[config.mk]
export PLATFORM = sky130hd
export DESIGN_NAME = i2c_burst_sequencer_flat
export DESIGN_NICKNAME = d
export VERILOG_FILES = /design/src/rtl/i2c_burst_sequencer_if.sv /design/src/rtl/i2c_burst_sequencer.sv /design/src/flat_wrapper.sv
export SDC_FILE = /design/constraint.sdc
export NUM_CORES = 1
export LEC_CHECK = 0
export CAP_MARGIN = 20
export CORE_MARGIN = 8
export CORE_UTILIZATION = 45
export CTS_CLUSTER_DIAMETER = 40
export DETAILED_ROUTE_END_ITERATION = 10
export GPL_ROUTABILITY_DRIVEN = 0
export GPL_TIMING_DRIVEN = 0
export PLACE_DENSITY = 0.66
export SYNTH_ARGS = -nofsm -noshare
export SYNTH_HDL_FRONTEND = slang
export SYNTH_SLANG_ARGS = --single-unit
[constraint.sdc]
create_clock -name clk -period 2.2 [get_ports clk]
set_input_delay 0.44 -clock clk [delete_from_list [all_inputs] [get_ports clk]]
set_output_delay 0.44 -clock clk [all_outputs]
set_load 0.01 [all_outputs]
[src/rtl/i2c_burst_sequencer_if.sv]
// Byte-level command/response bus between the burst sequencer (master) and an
// i2c_controller (slave).
interface i2c_burst_sequencer_if;
  logic [6:0] device_addr;
  logic       R_Wbar;
  logic       send_start;
  logic [7:0] data_in;
  logic       write_enable;
  logic       read_enable;
  logic       send_ack;
  logic       send_nack;
  logic       send_stop;
  logic       controller_idle;
  logic       ack_received;
  logic       nack_received;
  logic [7:0] data_out;

  modport master (
    output device_addr, R_Wbar, send_start, data_in, write_enable, read_enable,
           send_ack, send_nack, send_stop,
    input  controller_idle, ack_received, nack_received, data_out
  );

  modport slave (
    input  device_addr, R_Wbar, send_start, data_in, write_enable, read_enable,
           send_ack, send_nack, send_stop,
    output controller_idle, ack_received, nack_received, data_out
  );
endinterface

[src/rtl/i2c_burst_sequencer.sv]
// Finds (or assumes) an I2C device, writes one configuration register, then runs
// N-byte burst reads through a byte-level i2c_controller, one-shot or periodic.
module i2c_burst_sequencer #(
  parameter logic [6:0] DEV_ADDR    = 7'h68,
  parameter bit         SCAN_EN     = 1'b1,
  parameter logic [7:0] CFG_REG     = 8'h6B,
  parameter logic [7:0] CFG_VAL     = 8'h00,
  parameter logic [7:0] DATA_REG    = 8'h43,
  parameter int         NUM_BYTES   = 12,
  parameter int         POLL_CYCLES = 100000,
  parameter int         MAX_RETRIES = 3
) (
  input  logic                     clk,
  input  logic                     reset,
  input  logic                     start,
  input  logic                     continuous,
  i2c_burst_sequencer_if.master    bus,
  output logic [8*NUM_BYTES-1:0]   samples,
  output logic                     sample_valid,
  output logic [15:0]              sample_count,
  output logic [6:0]               found_addr,
  output logic                     busy,
  output logic                     done,
  output logic                     error
);

  typedef enum logic [3:0] {
    S_IDLE, S_SCAN, S_CFG_ADDR, S_CFG_REG, S_CFG_VAL, S_RD_ADDR, S_RD_REG,
    S_RD_RSTART, S_RD_BYTE, S_RD_ACK, S_STOP, S_POLL, S_DONE, S_ERROR, S_WAIT
  } state_t;

  localparam int          FW          = 8 * NUM_BYTES;
  localparam logic [6:0]  LAST_BYTE   = 7'(NUM_BYTES - 1);
  localparam logic [31:0] POLL_LAST   = 32'(POLL_CYCLES - 1);
  localparam logic [7:0]  RETRY_LIMIT = 8'(MAX_RETRIES);

  state_t        state_r, state_n, ret_r, ret_n, after_r, after_n, restart_s;
  logic          commit_r, commit_n, skip_r, skip_n;
  logic [6:0]    scan_addr_r, scan_addr_n, byte_idx_r, byte_idx_n;
  logic [6:0]    found_addr_r, found_addr_n, dev_addr_r, dev_addr_n;
  logic [7:0]    retry_r, retry_n, data_in_r, data_in_n;
  logic [31:0]   poll_cnt_r, poll_cnt_n;
  logic [FW-1:0] shadow_r, shadow_n, samples_r, samples_n;
  logic [15:0]   sample_count_r, sample_count_n;
  logic          sample_valid_r, sample_valid_n, busy_r, busy_n;
  logic          done_r, done_n, error_r, error_n;
  logic          rw_r, rw_n, start_r, start_n, write_r, write_n, read_r, read_n;
  logic          ack_r, ack_n, nack_r, nack_n, stop_r, stop_n;
  logic          issue_s, fail_s, resp_ok_s, last_byte_s;

  // Simultaneous ack and nack counts as a NACK.
  assign resp_ok_s   = bus.ack_received & ~bus.nack_received;
  assign last_byte_s = (byte_idx_r == LAST_BYTE);

  // Next-state, command and status decode; every command leads into WAIT.
  always_comb begin
    state_n        = state_r;
    ret_n          = ret_r;
    after_n        = after_r;
    restart_s      = S_CFG_ADDR;
    commit_n       = commit_r;
    skip_n         = 1'b0;
    scan_addr_n    = scan_addr_r;
    byte_idx_n     = byte_idx_r;
    found_addr_n   = found_addr_r;
    dev_addr_n     = dev_addr_r;
    retry_n        = retry_r;
    data_in_n      = data_in_r;
    poll_cnt_n     = poll_cnt_r;
    shadow_n       = shadow_r;
    samples_n      = samples_r;
    sample_count_n = sample_count_r;
    sample_valid_n = 1'b0;
    rw_n           = rw_r;
    start_n        = 1'b0;
    write_n        = 1'b0;
    read_n         = 1'b0;
    ack_n          = 1'b0;
    nack_n         = 1'b0;
    stop_n         = 1'b0;
    issue_s        = 1'b0;
    fail_s         = 1'b0;

    case (state_r)
      S_IDLE, S_DONE, S_ERROR: begin
        if (start) begin
          retry_n  = 8'd0;
          commit_n = 1'b0;
          if (SCAN_EN) begin
            state_n      = S_SCAN;
            scan_addr_n  = 7'd0;
            found_addr_n = 7'd0;
          end else begin
            state_n      = S_CFG_ADDR;
            found_addr_n = DEV_ADDR;
          end
        end else begin
          state_n = state_r;
        end
      end
      S_SCAN:      begin issue_s = bus.controller_idle; start_n = issue_s; dev_addr_n = scan_addr_r;  rw_n = 1'b0; end
      S_CFG_ADDR:  begin issue_s = bus.controller_idle; start_n = issue_s; dev_addr_n = found_addr_r; rw_n = 1'b0; end
      S_RD_ADDR:   begin issue_s = bus.controller_idle; start_n = issue_s; dev_addr_n = found_addr_r; rw_n = 1'b0; end
      S_RD_RSTART: begin issue_s = bus.controller_idle; start_n = issue_s; dev_addr_n = found_addr_r; rw_n = 1'b1; end
      S_CFG_REG:   begin issue_s = bus.controller_idle; write_n = issue_s; data_in_n = CFG_REG;  end
      S_CFG_VAL:   begin issue_s = bus.controller_idle; write_n = issue_s; data_in_n = CFG_VAL;  end
      S_RD_REG:    begin issue_s = bus.controller_idle; write_n = issue_s; data_in_n = DATA_REG; end
      S_RD_BYTE:   begin issue_s = bus.controller_idle; read_n  = issue_s; end
      S_RD_ACK: begin
        issue_s = bus.controller_idle;
        ack_n   = issue_s & ~last_byte_s;
        nack_n  = issue_s & last_byte_s;
      end
      S_STOP:      begin issue_s = bus.controller_idle; stop_n = issue_s; end
      S_POLL: begin
        if (poll_cnt_r == POLL_LAST) begin
          state_n = S_RD_ADDR;
        end else begin
          poll_cnt_n = poll_cnt_r + 32'd1;
        end
      end
      S_WAIT: begin
        // The controller may still show idle in the cycle right after a pulse.
        if (skip_r || !bus.controller_idle) begin
          state_n = S_WAIT;
        end else begin
          case (ret_r)
            S_SCAN: begin
              state_n = S_STOP;
              if (resp_ok_s) begin
                found_addr_n = scan_addr_r;
                after_n      = S_CFG_ADDR;
              end else if (scan_addr_r == 7'h7F) begin
                after_n = S_ERROR;
              end else begin
                scan_addr_n = scan_addr_r + 7'd1;
                after_n     = S_SCAN;
              end
            end
            S_CFG_ADDR: begin fail_s = ~resp_ok_s; state_n = S_CFG_REG; end
            S_CFG_REG:  begin fail_s = ~resp_ok_s; state_n = S_CFG_VAL; end
            S_CFG_VAL: begin
              fail_s  = ~resp_ok_s;
              state_n = S_STOP;
              after_n = S_RD_ADDR;
              retry_n = 8'd0;
            end
            S_RD_ADDR: begin fail_s = ~resp_ok_s; restart_s = S_RD_ADDR; state_n = S_RD_REG; end
            S_RD_REG:  begin fail_s = ~resp_ok_s; restart_s = S_RD_ADDR; state_n = S_RD_RSTART; end
            S_RD_RSTART: begin
              fail_s     = ~resp_ok_s;
              restart_s  = S_RD_ADDR;
              state_n    = S_RD_BYTE;
              byte_idx_n = 7'd0;
            end
            S_RD_BYTE: begin
              for (int i = 0; i < NUM_BYTES; i++) begin
                if (byte_idx_r == 7'(i)) begin
                  shadow_n[8*(NUM_BYTES-1-i) +: 8] = bus.data_out;
                end else begin
                  shadow_n[8*(NUM_BYTES-1-i) +: 8] = shadow_r[8*(NUM_BYTES-1-i) +: 8];
                end
              end
              state_n = S_RD_ACK;
            end
            S_RD_ACK: begin
              if (last_byte_s) begin
                state_n  = S_STOP;
                commit_n = 1'b1;
              end else begin
                byte_idx_n = byte_idx_r + 7'd1;
                state_n    = S_RD_BYTE;
              end
            end
            S_STOP: begin
              if (commit_r) begin
                samples_n      = shadow_r;
                sample_valid_n = 1'b1;
                sample_count_n = sample_count_r + 16'd1;
                retry_n        = 8'd0;
                commit_n       = 1'b0;
                poll_cnt_n     = 32'd0;
                state_n        = continuous ? S_POLL : S_DONE;
              end else begin
                state_n = after_r;
              end
            end
            default: state_n = S_IDLE;
          endcase
          // A NACK abandons the phase: STOP, then retry it or give up.
          if (fail_s) begin
            state_n  = S_STOP;
            commit_n = 1'b0;
            if (retry_r >= RETRY_LIMIT) begin
              after_n = S_ERROR;
            end else begin
              retry_n = retry_r + 8'd1;
              after_n = restart_s;
            end
          end else begin
            retry_n = retry_n;
          end
        end
      end
      default: state_n = S_IDLE;
    endcase

    if (issue_s) begin
      ret_n   = state_r;
      state_n = S_WAIT;
      skip_n  = 1'b1;
    end else begin
      ret_n = ret_r;
    end

    busy_n  = !(state_n inside {S_IDLE, S_DONE, S_ERROR});
    done_n  = (state_n == S_DONE);
    error_n = (state_n == S_ERROR);
  end

  // State and output registers; reset abandons any bus transfer in flight.
  always_ff @(posedge clk) begin
    if (reset) begin
      state_r        <= S_IDLE;
      ret_r          <= S_IDLE;
      after_r        <= S_IDLE;
      commit_r       <= 1'b0;
      skip_r         <= 1'b0;
      scan_addr_r    <= 7'd0;
      byte_idx_r     <= 7'd0;
      found_addr_r   <= 7'd0;
      dev_addr_r     <= 7'd0;
      retry_r        <= 8'd0;
      data_in_r      <= 8'd0;
      poll_cnt_r     <= 32'd0;
      shadow_r       <= '0;
      samples_r      <= '0;
      sample_count_r <= 16'd0;
      sample_valid_r <= 1'b0;
      busy_r         <= 1'b0;
      done_r         <= 1'b0;
      error_r        <= 1'b0;
      rw_r           <= 1'b0;
      start_r        <= 1'b0;
      write_r        <= 1'b0;
      read_r         <= 1'b0;
      ack_r          <= 1'b0;
      nack_r         <= 1'b0;
      stop_r         <= 1'b0;
    end else begin
      state_r        <= state_n;
      ret_r          <= ret_n;
      after_r        <= after_n;
      commit_r       <= commit_n;
      skip_r         <= skip_n;
      scan_addr_r    <= scan_addr_n;
      byte_idx_r     <= byte_idx_n;
      found_addr_r   <= found_addr_n;
      dev_addr_r     <= dev_addr_n;
      retry_r        <= retry_n;
      data_in_r      <= data_in_n;
      poll_cnt_r     <= poll_cnt_n;
      shadow_r       <= shadow_n;
      samples_r      <= samples_n;
      sample_count_r <= sample_count_n;
      sample_valid_r <= sample_valid_n;
      busy_r         <= busy_n;
      done_r         <= done_n;
      error_r        <= error_n;
      rw_r           <= rw_n;
      start_r        <= start_n;
      write_r        <= write_n;
      read_r         <= read_n;
      ack_r          <= ack_n;
      nack_r         <= nack_n;
      stop_r         <= stop_n;
    end
  end

  assign bus.device_addr  = dev_addr_r;
  assign bus.R_Wbar       = rw_r;
  assign bus.send_start   = start_r;
  assign bus.data_in      = data_in_r;
  assign bus.write_enable = write_r;
  assign bus.read_enable  = read_r;
  assign bus.send_ack     = ack_r;
  assign bus.send_nack    = nack_r;
  assign bus.send_stop    = stop_r;
  assign samples          = samples_r;
  assign sample_valid     = sample_valid_r;
  assign sample_count     = sample_count_r;
  assign found_addr       = found_addr_r;
  assign busy             = busy_r;
  assign done             = done_r;
  assign error            = error_r;

endmodule

[src/flat_wrapper.sv]
// flat-port wrapper written by rule: the top's interface ports become plain ports
module i2c_burst_sequencer_flat 
#(
  parameter logic [6:0] DEV_ADDR    = 7'h68,
  parameter bit         SCAN_EN     = 1'b1,
  parameter logic [7:0] CFG_REG     = 8'h6B,
  parameter logic [7:0] CFG_VAL     = 8'h00,
  parameter logic [7:0] DATA_REG    = 8'h43,
  parameter int         NUM_BYTES   = 12,
  parameter int         POLL_CYCLES = 100000,
  parameter int         MAX_RETRIES = 3
)
  (clk, reset, start, continuous, samples, sample_valid, sample_count, found_addr, busy, done, error, bus_device_addr, bus_R_Wbar, bus_send_start, bus_data_in, bus_write_enable, bus_read_enable, bus_send_ack, bus_send_nack, bus_send_stop, bus_controller_idle, bus_ack_received, bus_nack_received, bus_data_out);
  i2c_burst_sequencer_if bus_i ();
  input  logic clk;
  input  logic reset;
  input  logic start;
  input  logic continuous;
  output logic [8*NUM_BYTES-1:0] samples;
  output logic sample_valid;
  output logic [15:0] sample_count;
  output logic [6:0] found_addr;
  output logic busy;
  output logic done;
  output logic error;
  output wire logic [$bits(bus_i.device_addr)-1:0] bus_device_addr;
  output wire logic [$bits(bus_i.R_Wbar)-1:0] bus_R_Wbar;
  output wire logic [$bits(bus_i.send_start)-1:0] bus_send_start;
  output wire logic [$bits(bus_i.data_in)-1:0] bus_data_in;
  output wire logic [$bits(bus_i.write_enable)-1:0] bus_write_enable;
  output wire logic [$bits(bus_i.read_enable)-1:0] bus_read_enable;
  output wire logic [$bits(bus_i.send_ack)-1:0] bus_send_ack;
  output wire logic [$bits(bus_i.send_nack)-1:0] bus_send_nack;
  output wire logic [$bits(bus_i.send_stop)-1:0] bus_send_stop;
  input wire logic [$bits(bus_i.controller_idle)-1:0] bus_controller_idle;
  input wire logic [$bits(bus_i.ack_received)-1:0] bus_ack_received;
  input wire logic [$bits(bus_i.nack_received)-1:0] bus_nack_received;
  input wire logic [$bits(bus_i.data_out)-1:0] bus_data_out;
  assign bus_device_addr = bus_i.device_addr;
  assign bus_R_Wbar = bus_i.R_Wbar;
  assign bus_send_start = bus_i.send_start;
  assign bus_data_in = bus_i.data_in;
  assign bus_write_enable = bus_i.write_enable;
  assign bus_read_enable = bus_i.read_enable;
  assign bus_send_ack = bus_i.send_ack;
  assign bus_send_nack = bus_i.send_nack;
  assign bus_send_stop = bus_i.send_stop;
  assign bus_i.controller_idle = bus_controller_idle;
  assign bus_i.ack_received = bus_ack_received;
  assign bus_i.nack_received = bus_nack_received;
  assign bus_i.data_out = bus_data_out;
  i2c_burst_sequencer #(.DEV_ADDR(DEV_ADDR), .SCAN_EN(SCAN_EN), .CFG_REG(CFG_REG), .CFG_VAL(CFG_VAL), .DATA_REG(DATA_REG), .NUM_BYTES(NUM_BYTES), .POLL_CYCLES(POLL_CYCLES), .MAX_RETRIES(MAX_RETRIES)) u_core (.clk(clk), .reset(reset), .start(start), .continuous(continuous), .bus(bus_i), .samples(samples), .sample_valid(sample_valid), .sample_count(sample_count), .found_addr(found_addr), .busy(busy), .done(done), .error(error));
endmodule
======== After elaboration in Yosys (flattened, before gate mapping) ========
Cells that the tools add are included.
storage, ports and cells
  flip-flop bits (word level) ............. 309
  input port bits ......................... 15
  output and inout bits ................... 145
  word-level logic and storage cells ...... 212
cells by class
  add/subtract/negate cells ............... 5
  order comparisons ....................... 1
  equality and inequality tests ........... 51
  muxes and demuxes ....................... 55
  bitwise operators ....................... 14
  reductions and logical operators ........ 49
operator list
  cell                   count
  $mux 32                4
  $pmux 32 s2            1
  $mux 7                 9
  $pmux 7 s2             4
  $reduce_and 4->1       14
  $eq 4x4->1 const B     12
  $mux 4                 10
  $mux 8                 5
  $pmux 4 s9             1
  $add 32x1->32 const B  1
  $eq 32x17->1 const B   1
  $eq 4x3->1 const B     8
  $pmux 8 s2             2
  $eq 7x3->1 const B     4
  $eq 7x4->1 const B     4
  $pmux 8 s3             1
  $add 16x1->16 const B  1
  $eq 4x2->1 const B     4
  $ne 2x2->1 const B     8
  $pmux 4 s4             1
  $reduce_and 5->1       3
  $reduce_or 3->1        5
  $add 7x1->7 const B    2
  $eq 7x2->1 const B     2
  27 further kinds       68

======== Depth between registers and ports, before layout ========
Gate-level depths: netlist of the first run.
  depth after elaboration ................. 13
  mapped depth ............................ 10
  gate-level depth less buffers ........... 7

======== Worst setup path before layout of the first run ========
OpenSTA, ideal clock, no wires.
  kind .................................... reg-to-reg
  start ................................... register u_core.ret_r[2]
  end ..................................... register u_core.shadow_r[39]
  library setup time ...................... 132 ps
  data arrival time ....................... 2093 ps
  data required time ...................... 2068 ps
  slack ................................... -25 ps
  cell stages (with the launch flop) ...... 8
  path buffers ............................ 1
  clock period less this slack ............ 2225 ps
  path through ............................ dfxtp_1 > buf_6 > or4b_4 > or4_4 > nor3b_4 > nand2_1 > nand2_1 > a21oi_1
between the ends
  longest elaborated chain between the ends .. 2
RTL lines
  what                               line                        RTL
  start, declared                    i2c_burst_sequencer.sv:37   state_t state_r, state_n, ret_r, ret_n, after_r, after_n, restart_s;
  start signal, assigned             i2c_burst_sequencer.sv:252  ret_r <= ret_n;
  $eq 4x4->1                         i2c_burst_sequencer.sv:127  case (ret_r)
  $reduce_and 4->1 (no source line)  --
  end signal, assigned               i2c_burst_sequencer.sv:263  shadow_r <= shadow_n;
  end, declared                      i2c_burst_sequencer.sv:43   logic [FW-1:0] shadow_r, shadow_n, samples_r, samples_n;
Every way passes these cells.
A chain may end at the register's enable or synchronous reset.

======== Worst setup path in the final report of the first run ========
  start ................................... register u_core.ret_r[1]
  end ..................................... register u_core.shadow_r[46]
Same word-level chain as after synthesis.

==> results of run 1 <==
## worst max-delay path, delay by kind of cell, from the launching register on
kind                   cells  cell delay, ps
AND/OR/NAND/NOR            4            1360
buffers and inverters      3             400
flip-flops                 1             350
AO/OA/AOI/OAI              1             200
## power breakdown
group          leakage, nW  switching, mW  internal, mW  total (mW)
sequential            2.45         0.0312          5.54        5.57
clock                0.685           2.54          4.24        6.78
combinational         2.41          0.621         0.326       0.947
total                 5.54           3.19          10.1        13.3
## cell families after synthesis
kind of cell | share of synthesized area
xor gates and xnor gates | 0.0243
and+or+nand+nor | 0.250
AOI/OAI and AO/OA | 0.133
muxes | 0.0418
other | 0.000306
adders and majority gates | 0.00818
DFF | 0.496
buffers and inverters | 0.0468
## cells in the mapped netlist (15+ instances only)
cell type,n,area (um2)
xor2_1,21,184
mux2i_1,50,500
nand4_1,23,144
nor4_1,15,93.8
dfxtp_1,303,6070
nand2_1,308,1160
nor2_1,127,477
nand3_1,81,405
a21oi_1,213,1070
clkbuf_1,84,315
o21ai_0,25,125
## how the worst min path moves through the flow
stage | start | endpoint | slack (ps) | cells past startpoint
2_1_floorplan | u_core.retry_r[5] | u_core.retry_r[5] | 410 | 2
3_3_place_gp | u_core.retry_r[5] | u_core.retry_r[5] | 420 | 2
3_5_place_dp | u_core.retry_r[5] | u_core.retry_r[5] | 420 | 2
4_1_cts | reset | u_core.state_r[0] | 400 | 3
5_1_grt | u_core.retry_r[5] | u_core.retry_r[5] | 460 | 2
6_report | reset | u_core.state_r[0] | 420 | 3
## layer usage
layer  part of all wire  vias up
met1               0.44     5237
met2               0.46      370
met4              0.030        0
li1                   -     5528
met3              0.071       76
met5                  0        -
## per-stage QoR
stage	total power, mW	instances	setup TNS [ps]	setup slack (ps)
floorplan	6.24	1481	-800	-24.0
global placement	6.54	1977	-224670	-1480
detailed placement	6.54	1977	-227810	-1490
CTS	13.3	2062	-10480	-152
global route	13.7	2079	-13030	-208
finish	13.3	2079	-7410	-186
## sequential cells by signal, indices dropped and copies added (netlist names), 2 cells and up
name	cells
u_core.ret_r	4
u_core.sample_count	16
u_core.scan_addr_r	7
u_core.byte_idx_r	7
u_core.bus.device_addr	7
u_core.retry_r	8
u_core.shadow_r	96
u_core.state_r	4
u_core.samples	96
u_core.found_addr	7
u_core.after_r	4
u_core.bus.data_in	2
u_core.poll_cnt_r	32
## area by class of cell
| class | count | area (um2) |
|---|---|---|
| plain buffers | 101 | 559 |
| multi-input cells | 1051 | 6190 |
| inverters | 14 | 52.6 |
| clock buffers | 50 | 1150 |
| well taps | 341 | 427 |
| fillers | 2301 | 10100 |
| flip-flops and latches | 303 | 6080 |
| clock inverters | 26 | 272 |
| repair buffers | 193 | 1950 |
## repair_timing
| item | CTS | global route |
|---|---|---|
| setup endpoints to repair | 263 | 239 |
| hold buffers | 0 | 0 |
| gates cloned | 1 | 4 |
| setup buffers | 11 | 22 |
| pin swaps | 11 | 70 |
| gates resized for setup | 81 | 172 |
==> metrics.cfg, run 1 <==
[outcome]
outcome = complete, but fails checks
violations = negative setup slack

[place]
place.detailed.hpwl_mm = 23.8
placed_area_mm2 = 0.0142
io_buffers = 155

[route]
via_per_inst = 5.39
dr.pass1.iters = 5
ant_nets = 0
dr_total_vias = 11200
drc = 0
routedWlPerCell_um = 17.0
finalWirelength_mm = 35.3
drt_first_iter_violations = 764

[logic_synthesis]
ys.flop_type = dfxtp_1
synth_edf_count = 0
yosysSeqAreaShare = 0.496
syn_area_per_cell_um2 = 8.28
yosysUniqueCellTypes = 59
postSynthCellCount = 1479
syn-cell-area_mm2 = 0.0122
yosysWarningCount = 0
synth_seq_cells = 303
synthArstFlopShare = 0

[cells_and_area]
syn_to_final_growth_pct = 36.3
post-route-util = 0.623
diodes = 0
drive_above_1_share = 0.177
final_cell_mix = 290 x dfxtp_1, 285 x nand2_1, 185 x a21oi_1
layout.nets = 1729
postLayoutCellArea_mm2 = 0.0167
final_common_cell = dfxtp_1

[global_routing]
antenna_found_initial = 0
grt-busiest-layer = met2
grt.overflow.total = 0
grtUsageMet1 = 0.259
grt_max_degree = 14
track_usage = 0.202
first_global_vias = 10700
grtUsageMet2 = 0.335
met3_usage = 0.0417
grt_pass1_wl_mm = 55.1

[hold_path]
hold_class = in -> reg

[setup_path]
crit_slowest_cell = or4b_4
r2r-end = u_core.shadow_r[46]
arrival_ps = 2830
worstSetupPathType = reg -> reg
reg2reg_depth = 8
endpoint = u_core.shadow_r[46]
cp_max_fo = 7
rr_startpoint = u_core.ret_r[1]
cp-startpoint = u_core.ret_r[1]
cp.required_ps = 2650
critical_path.endpoint_type = flip-flop
start_kind = flip-flop
critPathMaxStageDelay_ps = 510
r2r_slack_ps = -190
cp_cell_sequence = or4b_4, or4_4, nor3b_4, buf_12, buf_8, buf_6, nand3_1, a21oi_1

[clock_network]
cts-root-buf = clkbuf_16
clk_pin_slew_ps = 60
cts_buffers = 42
htree_levels = 2
cts.sinks = 303
clockBufferDepth = 3
cts_tree = built
insertion_delay_ps = 530

[timing]
max_freq_mhz = 419
rsz0062_at_grt = yes
skew_ps = 22.8
setup_viol = 87
finalHoldViolCount = 0
slew-limit-headroom = 0.301
setup_slack_ps = -186
worstMarginPinSlew_ps = 1050
whs_ps = 423
period_share = 1.08
fin_crit_ps = 2390
slew_viol_final = 0

[floorplan]
die_h_um = 181
die_area_mm2 = 0.0327
core_mm2 = 0.0268
start_util = 0.457
io_pins = 160
die_x_um = 181
rows = 60

[power]
peakVddDrop_v = 0.000628
leakage_nw = 5.54
p_per_area_mw_per_mm2 = 797

[job]
max_cap_violations = 0

No activity file was read; power rests on OpenSTA's default activity.
==> run 2: changes to the inputs <==
--- a/config.mk
+++ b/config.mk
@@ -8,6 +8,7 @@
 export CAP_MARGIN = 20
 export CORE_MARGIN = 8
 export CORE_UTILIZATION = 45
+export CTS_BUF_LIST = sky130_fd_sc_hd__clkbuf_8
 export CTS_CLUSTER_DIAMETER = 40
 export DETAILED_ROUTE_END_ITERATION = 10
 export GPL_ROUTABILITY_DRIVEN = 0
==> metrics.cfg, run 2 (synthesis results as in run 1) <==
[outcome]
outcome = complete, but fails checks
violations = negative setup slack

[global_routing]
first_global_vias = 10900
grt_max_degree = 14
antenna_found_initial = 0
track_usage = 0.205
grt.overflow.total = 0
grt_pass1_wl_mm = 55.9

[cells_and_area]
final_common_cell = dfxtp_1
layout.nets = 1729
diodes = 0
syn_to_final_growth_pct = 33.7
n_fill_cell = 2362
drive_above_1_share = 0.185
postLayoutCellArea_mm2 = 0.0164
final_cell_mix = 294 x dfxtp_1, 259 x nand2_1, 182 x a21oi_1

[setup_path]
reg2reg_depth = 8
critPathMostFrequentCell = buf_6
cp.depth = 8
endpoint = u_core.shadow_r[15]
cp_cell_sequence = or4b_4, or4_4, nor3b_4, buf_4, buf_6, buf_6, nand3_2, a21oi_2
r2r-end = u_core.shadow_r[15]
critical_path.endpoint_type = flip-flop
worstSetupPathType = reg -> reg
cp_max_fo = 4
rr_startpoint = u_core.ret_r[0]
cp_top_family = simple AND/OR/NAND/NOR gates
critPathMaxStageDelay_ps = 530
start_kind = flip-flop
cp.required_ps = 2700
crit_slowest_cell = or4b_4
crit_buf_inv = 3
cp-startpoint = u_core.ret_r[0]
arrival_ps = 2860
r2r_slack_ps = -160

[floorplan]
die_h_um = 181
die_x_um = 181
start_util = 0.457
die_area_mm2 = 0.0327
io_pins = 160
core_mm2 = 0.0268
rows = 60

[route]
via_per_inst = 5.40
drt_first_iter_violations = 890
dr_total_vias = 11200
routedWlPerCell_um = 17.0
ant_nets = 0
finalWirelength_mm = 35.3
drc = 0
dr.pass1.iters = 5

[place]
place.detailed.hpwl_mm = 23.8
io_buffers = 155
placed_area_mm2 = 0.0142

[clock_network]
clockBufferDepth = 3
cts.sinks = 303
htree_levels = 2
cts_tree = built
hold_buffers = 0
cts-root-buf = clkbuf_8
cts_buffers = 52
insertion_delay_ps = 580
clk_pin_slew_ps = 60

[timing]
tns_ps = -7980
setup_slack_ps = -157
setup_viol = 88
period_share = 1.07
skew_ps = 20.7
rsz0062_at_grt = yes
max_freq_mhz = 424
finalHoldViolCount = 0
whs_ps = 381
slew_viol_final = 0
worstMarginPinSlew_ps = 1060
slew-limit-headroom = 0.293
fin_crit_ps = 2360

[power]
p_per_area_mw_per_mm2 = 707
finalPower_mw = 11.6
leakage_nw = 5.40
peakVddDrop_v = 0.000437

[job]
max_cap_violations = 0

[hold_path]
hold_class = in -> reg

run 2: power by group:
part / switching, mW / leakage [nW] / total (mW) / internal, mW
Combinational: 0.627 / 2.38 / 0.957 / 0.330
Sequential: 0.0320 / 2.45 / 5.57 / 5.54
Clock: 2.26 / 0.571 / 5.04 / 2.78
run 2: metrics by stage:
stage	worst slack, ps	cells	utilization
2_1_floorplan	-24.0	1481	-
3_3_place_gp	-1480	1977	0.531
3_5_place_dp	-1490	1977	0.531
4_1_cts	-159	2081	0.597
5_1_grt	-229	2080	0.611
6_report	-157	2080	0.611
run 2: area by class of cell:
| class | instances | area (um2) | share of cell area |
|---|---|---|---|
| multi-input cells | 1051 | 6340 | 0.388 |
| flip-flops and latches | 303 | 6080 | 0.371 |
| repair buffers | 182 | 1870 | 0.114 |
| clock buffers | 62 | 853 | 0.0521 |
| plain buffers | 102 | 563 | 0.0344 |
| well taps | 341 | 427 | 0.0261 |
| clock inverters | 25 | 175 | 0.0107 |
| inverters | 14 | 52.6 | 0.00321 |
run 2: worst reg2reg max path: stages, from the launching register on:
cell	delay (ps)
dfxtp_2	330
or4b_4	530
or4_4	500
nor3b_4	320
buf_4	170
buf_6	110
buf_6	110
nand3_2	80
a21oi_2	150
run 2: metal layers:
layer  vias to the layer above  track usage  share of wire
met5                         -            0              0
met3                        69       0.0443          0.070
li1                       5519            -              -
met1                      5284        0.259           0.44
met2                       360        0.336           0.47
met4                         0       0.0797          0.025
run 2: how the worst min path moves through the flow:
stage / start / end / slack, ps / cells past startpoint
5_1_grt: bus_controller_idle / u_core.ret_r[2] / 410 / 3
3_5_place_dp: u_core.retry_r[5] / u_core.retry_r[5] / 420 / 2
6_report: bus_controller_idle / u_core.bus.read_enable / 380 / 3
2_1_floorplan: u_core.retry_r[5] / u_core.retry_r[5] / 410 / 2
4_1_cts: reset / u_core.state_r[0] / 350 / 3
3_3_place_gp: u_core.retry_r[5] / u_core.retry_r[5] / 420 / 2
run 2: repair_timing:
item                                    CTS  global route
gates cloned                              6             0
resized for setup                       150           138
buffers inserted                         15            11
endpoints found under the setup margin  261           246
pin swaps                                68            48
==> variant 1 (flow settings as in run 2) <==
`SCAN_EN` is set to 1'b1 in 2 places; all go to 1'b0.
--- a/src/rtl/i2c_burst_sequencer.sv
+++ b/src/rtl/i2c_burst_sequencer.sv
@@ -3,5 +3,5 @@
 module i2c_burst_sequencer #(
   parameter logic [6:0] DEV_ADDR    = 7'h68,
-  parameter bit         SCAN_EN     = 1'b1,
+  parameter bit         SCAN_EN     = 1'b0,
   parameter logic [7:0] CFG_REG     = 8'h6B,
   parameter logic [7:0] CFG_VAL     = 8'h00,
--- a/src/flat_wrapper.sv
+++ b/src/flat_wrapper.sv
@@ -3,5 +3,5 @@
 #(
   parameter logic [6:0] DEV_ADDR    = 7'h68,
-  parameter bit         SCAN_EN     = 1'b1,
+  parameter bit         SCAN_EN     = 1'b0,
   parameter logic [7:0] CFG_REG     = 8'h6B,
   parameter logic [7:0] CFG_VAL     = 8'h00,
Check against the original RTL: not equivalent (a bounded check fails within 4 cycles, from zero or initial values and one cycle with reset high).
==> variant 1 against run 2 <==
  * The flow still finishes with violations (negative setup slack)
  * Wire length is 0.48% lower
  * Critical path depth shrank 2
  * Die area decreased by 1.3%
  * Non-clock buffer count fell by 13
  * Setup slack better by 0.029 ns
  * Maximum frequency is 1.2% higher
  * Sequential cell count is the same
  * First-iteration DRC count down 23%
  * Total power decreased by 2.5%
  * Utilization fell by 1.9 points
  * Design area shrank 3.6%
  * Synthesized area decreased by 1.4%
  * Largest power group unchanged
==> variant 1: results (changes against run 2) <==
failing checks=negative setup slack; fin nets=1726 (-0.17%); Post-Layout Cell Count=2085 (+0.24%); Compound-Gate Fraction of Synth Area=12.1% (-1.2 points); run status=complete, but fails checks; pre-CTS WS=-1.29 ns (+0.201 ns); Hold Crit Class=flip-flop to flip-flop; xor and xnor area share after synthesis=3.48% (+1.1 points); global-route wire length before repair=56100 µm (+0.40%); Worst Tran Pin Value=0.949 ns (-0.111 ns); post-synthesis sequential area ratio=50.3% (+0.70 points); Hold Crit Depth=2 (-1); total grt overflow=0 (unchanged); cells on worst reg2reg path=6 (-2); per-cell routed wire length=16.9 µm (-0.72%); vias per inst=5.31 (-1.6%); Synth top cells by count=nand2_1 (375), dfxtp_1 (303), a21oi_1 (203); Cells after DPL=1972 (-0.25%); sequential power share=49.1% (+1.0 points); DP Area=14100 µm² (-1.1%); final setup fails=16 (-82%); First DRT Iteration DRCs=686 (-23%); final worst slack=-0.128 ns (+0.0286 ns); Syn Inst Count=1472 (-0.47%); layout cells sized above 1=12.9% (-5.6 points); gr usage total=20.9% (+0.47 points); DPL Wire Length=24000 µm (+0.60%); Filler Cell Count=2393 (+1.3%); Max VDD drop=0.419 mV (-4.3%); final clock skew=0.0190 ns (-0.00169 ns); Final ANT Viol Nets=0 (unchanged); Synth area leaders=dfxtp_1 (50%), nand2_1 (12%), a21oi_1 (8.4%); post-synth cell types=69 (+17%); largest net degree at the start of global routing=15 (+1); Buffers on Ports=156 (+0.65%); CP max-delay cell=or4_4; vias in the first global route=10700 (-2.4%); P_int=8.48 mW (-1.9%); CP Max Fanout=3 (-1); Arrival @ worst endpoint=2.81 ns (-0.05 ns); Post-Synth Adder-Cell Area=0.829% (+0.012 points)
==> variant 1: cell count changes in the layout (fill, tap and decap cells not counted), sizes merged, moves of 10 or more <==
cell	change
buf	-10
nand2	+67
nand3	-40
nor2	+21
o31ai	-12
or4	-10
==> variant 1: per-layer routing <==
metal  global-route usage, %  vias to the layer above  routed length (µm)  share of wire [%]
met5                       0                        -                   0                  0
met4                    6.57                        0                 912                2.6
met3                    5.30                       73                2640                7.5
met2                    34.0                      349               16000                 45
met1                    26.9                     5255               15700                 45
li1                        -                     5399                   -                  -
==> variant 1: repair_timing <==
item / CTS / global route
cloned: 1 / 0
buffers inserted: 16 / 9
hold endpoints to repair: 0 / 0
resized for setup: 90 / 52
endpoints found under the setup margin: 287 / 201
pin swaps: 23 / 24
==> variant 1: final timing paths <==
check	startpoint	to	slack [ns]
setup reg to reg	u_core.poll_cnt_r[8]	u_core.error	-0.13
hold reg to reg	u_core.shadow_r[51]	u_core.samples[51]	0.45
setup / recovery	u_core.poll_cnt_r[8]	u_core.error	-0.13
hold / removal	u_core.shadow_r[51]	u_core.samples[51]	0.45
==> variant 1: cell families after synthesis <==
logic type,after synthesis
AOI/OAI and AO/OA,265
xor gates and xnor gates,48
adders and majority gates,8
buffers and inverters,111
DFF,303
muxes,47
other,1
and+or+nand+nor,689
==> variant 1: tightest hold or removal path: stages, from the launching register on <==
cell and delay [ns]:
dfxtp_1 0.31, nand2_1 0.05, a21oi_1 0.05
==> variant 1: cell type report <==
type	count	area (µm²)	share of cell area (%)
Timing Repair Buffer	183	1830	11.6
Inverter	15	56.3	0.357
Sequential cell	303	6090	38.6
Buffer	88	414	2.62
Clock inverter	32	188	1.19
Clock buffer	63	867	5.50
Multi-Input combinational cell	1060	5910	37.4
Tap cell	341	427	2.70
==> variant 2 (settings of run 2) <==
Made on the original files. One comparison of `byte_idx_r` changes from == to >=.
--- a/src/rtl/i2c_burst_sequencer.sv
+++ b/src/rtl/i2c_burst_sequencer.sv
@@ -51,5 +51,5 @@
   // Simultaneous ack and nack counts as a NACK.
   assign resp_ok_s   = bus.ack_received & ~bus.nack_received;
-  assign last_byte_s = (byte_idx_r == LAST_BYTE);
+  assign last_byte_s = (byte_idx_r >= LAST_BYTE);
 
   // Next-state, command and status decode; every command leads into WAIT.
Behaviour: no difference found for any inputs over 4 cycles, from zero or initial values and one cycle with reset high; that may be too few to reach the edited logic, so the function may still have changed.
==> variant 2 against run 2 <==
  * Sequential power rose by 2%
  * Setup slack got worse by 0.12 ns
  * The flow still finishes with violations (negative setup slack)
  * Wire length decreased by 3.7%
  * Largest cell class is now sequential cells
  * Critical path type unchanged
  * Total power is 14% higher
  * Synthesized area down 1.1%
  * Design area is 3.5% lower
  * Non-clock buffer count decreased by 16
  * Sequential cell count stayed put
==> variant 2: results (changes against run 2) <==
vias in the first global route=10200 (-6.6%); wl on met1=15100 µm (-2.9%); xor and xnor area share after synthesis=3.62% (+1.2 points); ClkCell Share=7.54% (+1.3 points); met3 Use GR=5.48% (+1.1 points); CP startpoint=u_core.byte_idx_r[6]; First DRT Iteration DRCs=658 (-26%); CLK BUF=63 (+1.6%); Initial DRT Pass Iterations=8 (+3); DPL Wire Length=23300 µm (-2.1%); layout cells sized above 1=13.0% (-5.5 points); Non-Clock Buffer Area Fraction=14.5% (-0.34 points); Filler Cell Count=2371 (+0.38%); Repair and plain buffers=268 (-5.6%); gr usage total=20.3% (-0.17 points); met2 Use GR=34.4% (+0.79 points); Max VDD drop=0.462 mV (+5.6%); final clock skew=0.0363 ns (+0.0157 ns); Hold Crit Class=flip-flop to flip-flop; met3 wire length=2330 µm (-6.2%); Synth area leaders=dfxtp_1 (50%), mux2i_1 (8.9%), nand2_1 (7.5%); Synth top cells by count=dfxtp_1 (303), nand2_1 (242), nor2_1 (213); final setup fails=79 (-10%); Buffers on Ports=156 (+0.65%); Cells after DPL=1886 (-4.6%); final worst slack=-0.276 ns (-0.119 ns); Final Cell Area=15800 µm² (-3.5%); Compound-Gate Fraction of Synth Area=9.36% (-3.9 points); initial core utilization=45.4% (-0.25 points); post-synthesis mux area share=9.02% (+4.8 points); failing checks=negative setup slack; global-route wire length before repair=54200 µm (-3.1%); pre-CTS WS=-1.37 ns (+0.116 ns); run status=complete, but fails checks; CP Max Fanout=8 (+4); DR WL met2=15900 µm (-3.5%); Worst Tran Pin Value=0.822 ns (-0.238 ns); seq_cells=303 (unchanged)
## variant 2: cell types whose count changed in the layout (fill, tap and decap cells not counted), sizes merged, moves of 5 or more
cell | run 2 | this run
xor2 | 21 | 39
a21oi | 213 | 135
o21ai | 25 | 19
o31ai | 14 | 2
nand4 | 23 | 18
nand3 | 81 | 32
mux2i | 50 | 108
or4 | 15 | 2
clkbuf | 138 | 119
nor4 | 16 | 11
or3 | 14 | 9
and3 | 4 | 12
nor2 | 127 | 225
nand2 | 308 | 242
## variant 2: power groups by stage
stage / clock, mW / sequential [mW] / combinational (mW)
after floorplan: 0 / 5.77 / 1.17
after global placement: 0 / 5.77 / 1.66
after CTS: 5.79 / 5.65 / 1.72
after detailed placement: 0 / 5.77 / 1.66
after global routing: 6.07 / 5.68 / 2.01
final: 5.69 / 5.67 / 1.85
## variant 2: timing repair
| action | in CTS | in global routing |
|---|---|---|
| endpoints found under the setup margin | 268 | 247 |
| gates resized for setup | 44 | 61 |
| setup buffers | 19 | 5 |
| pin swaps | 15 | 9 |
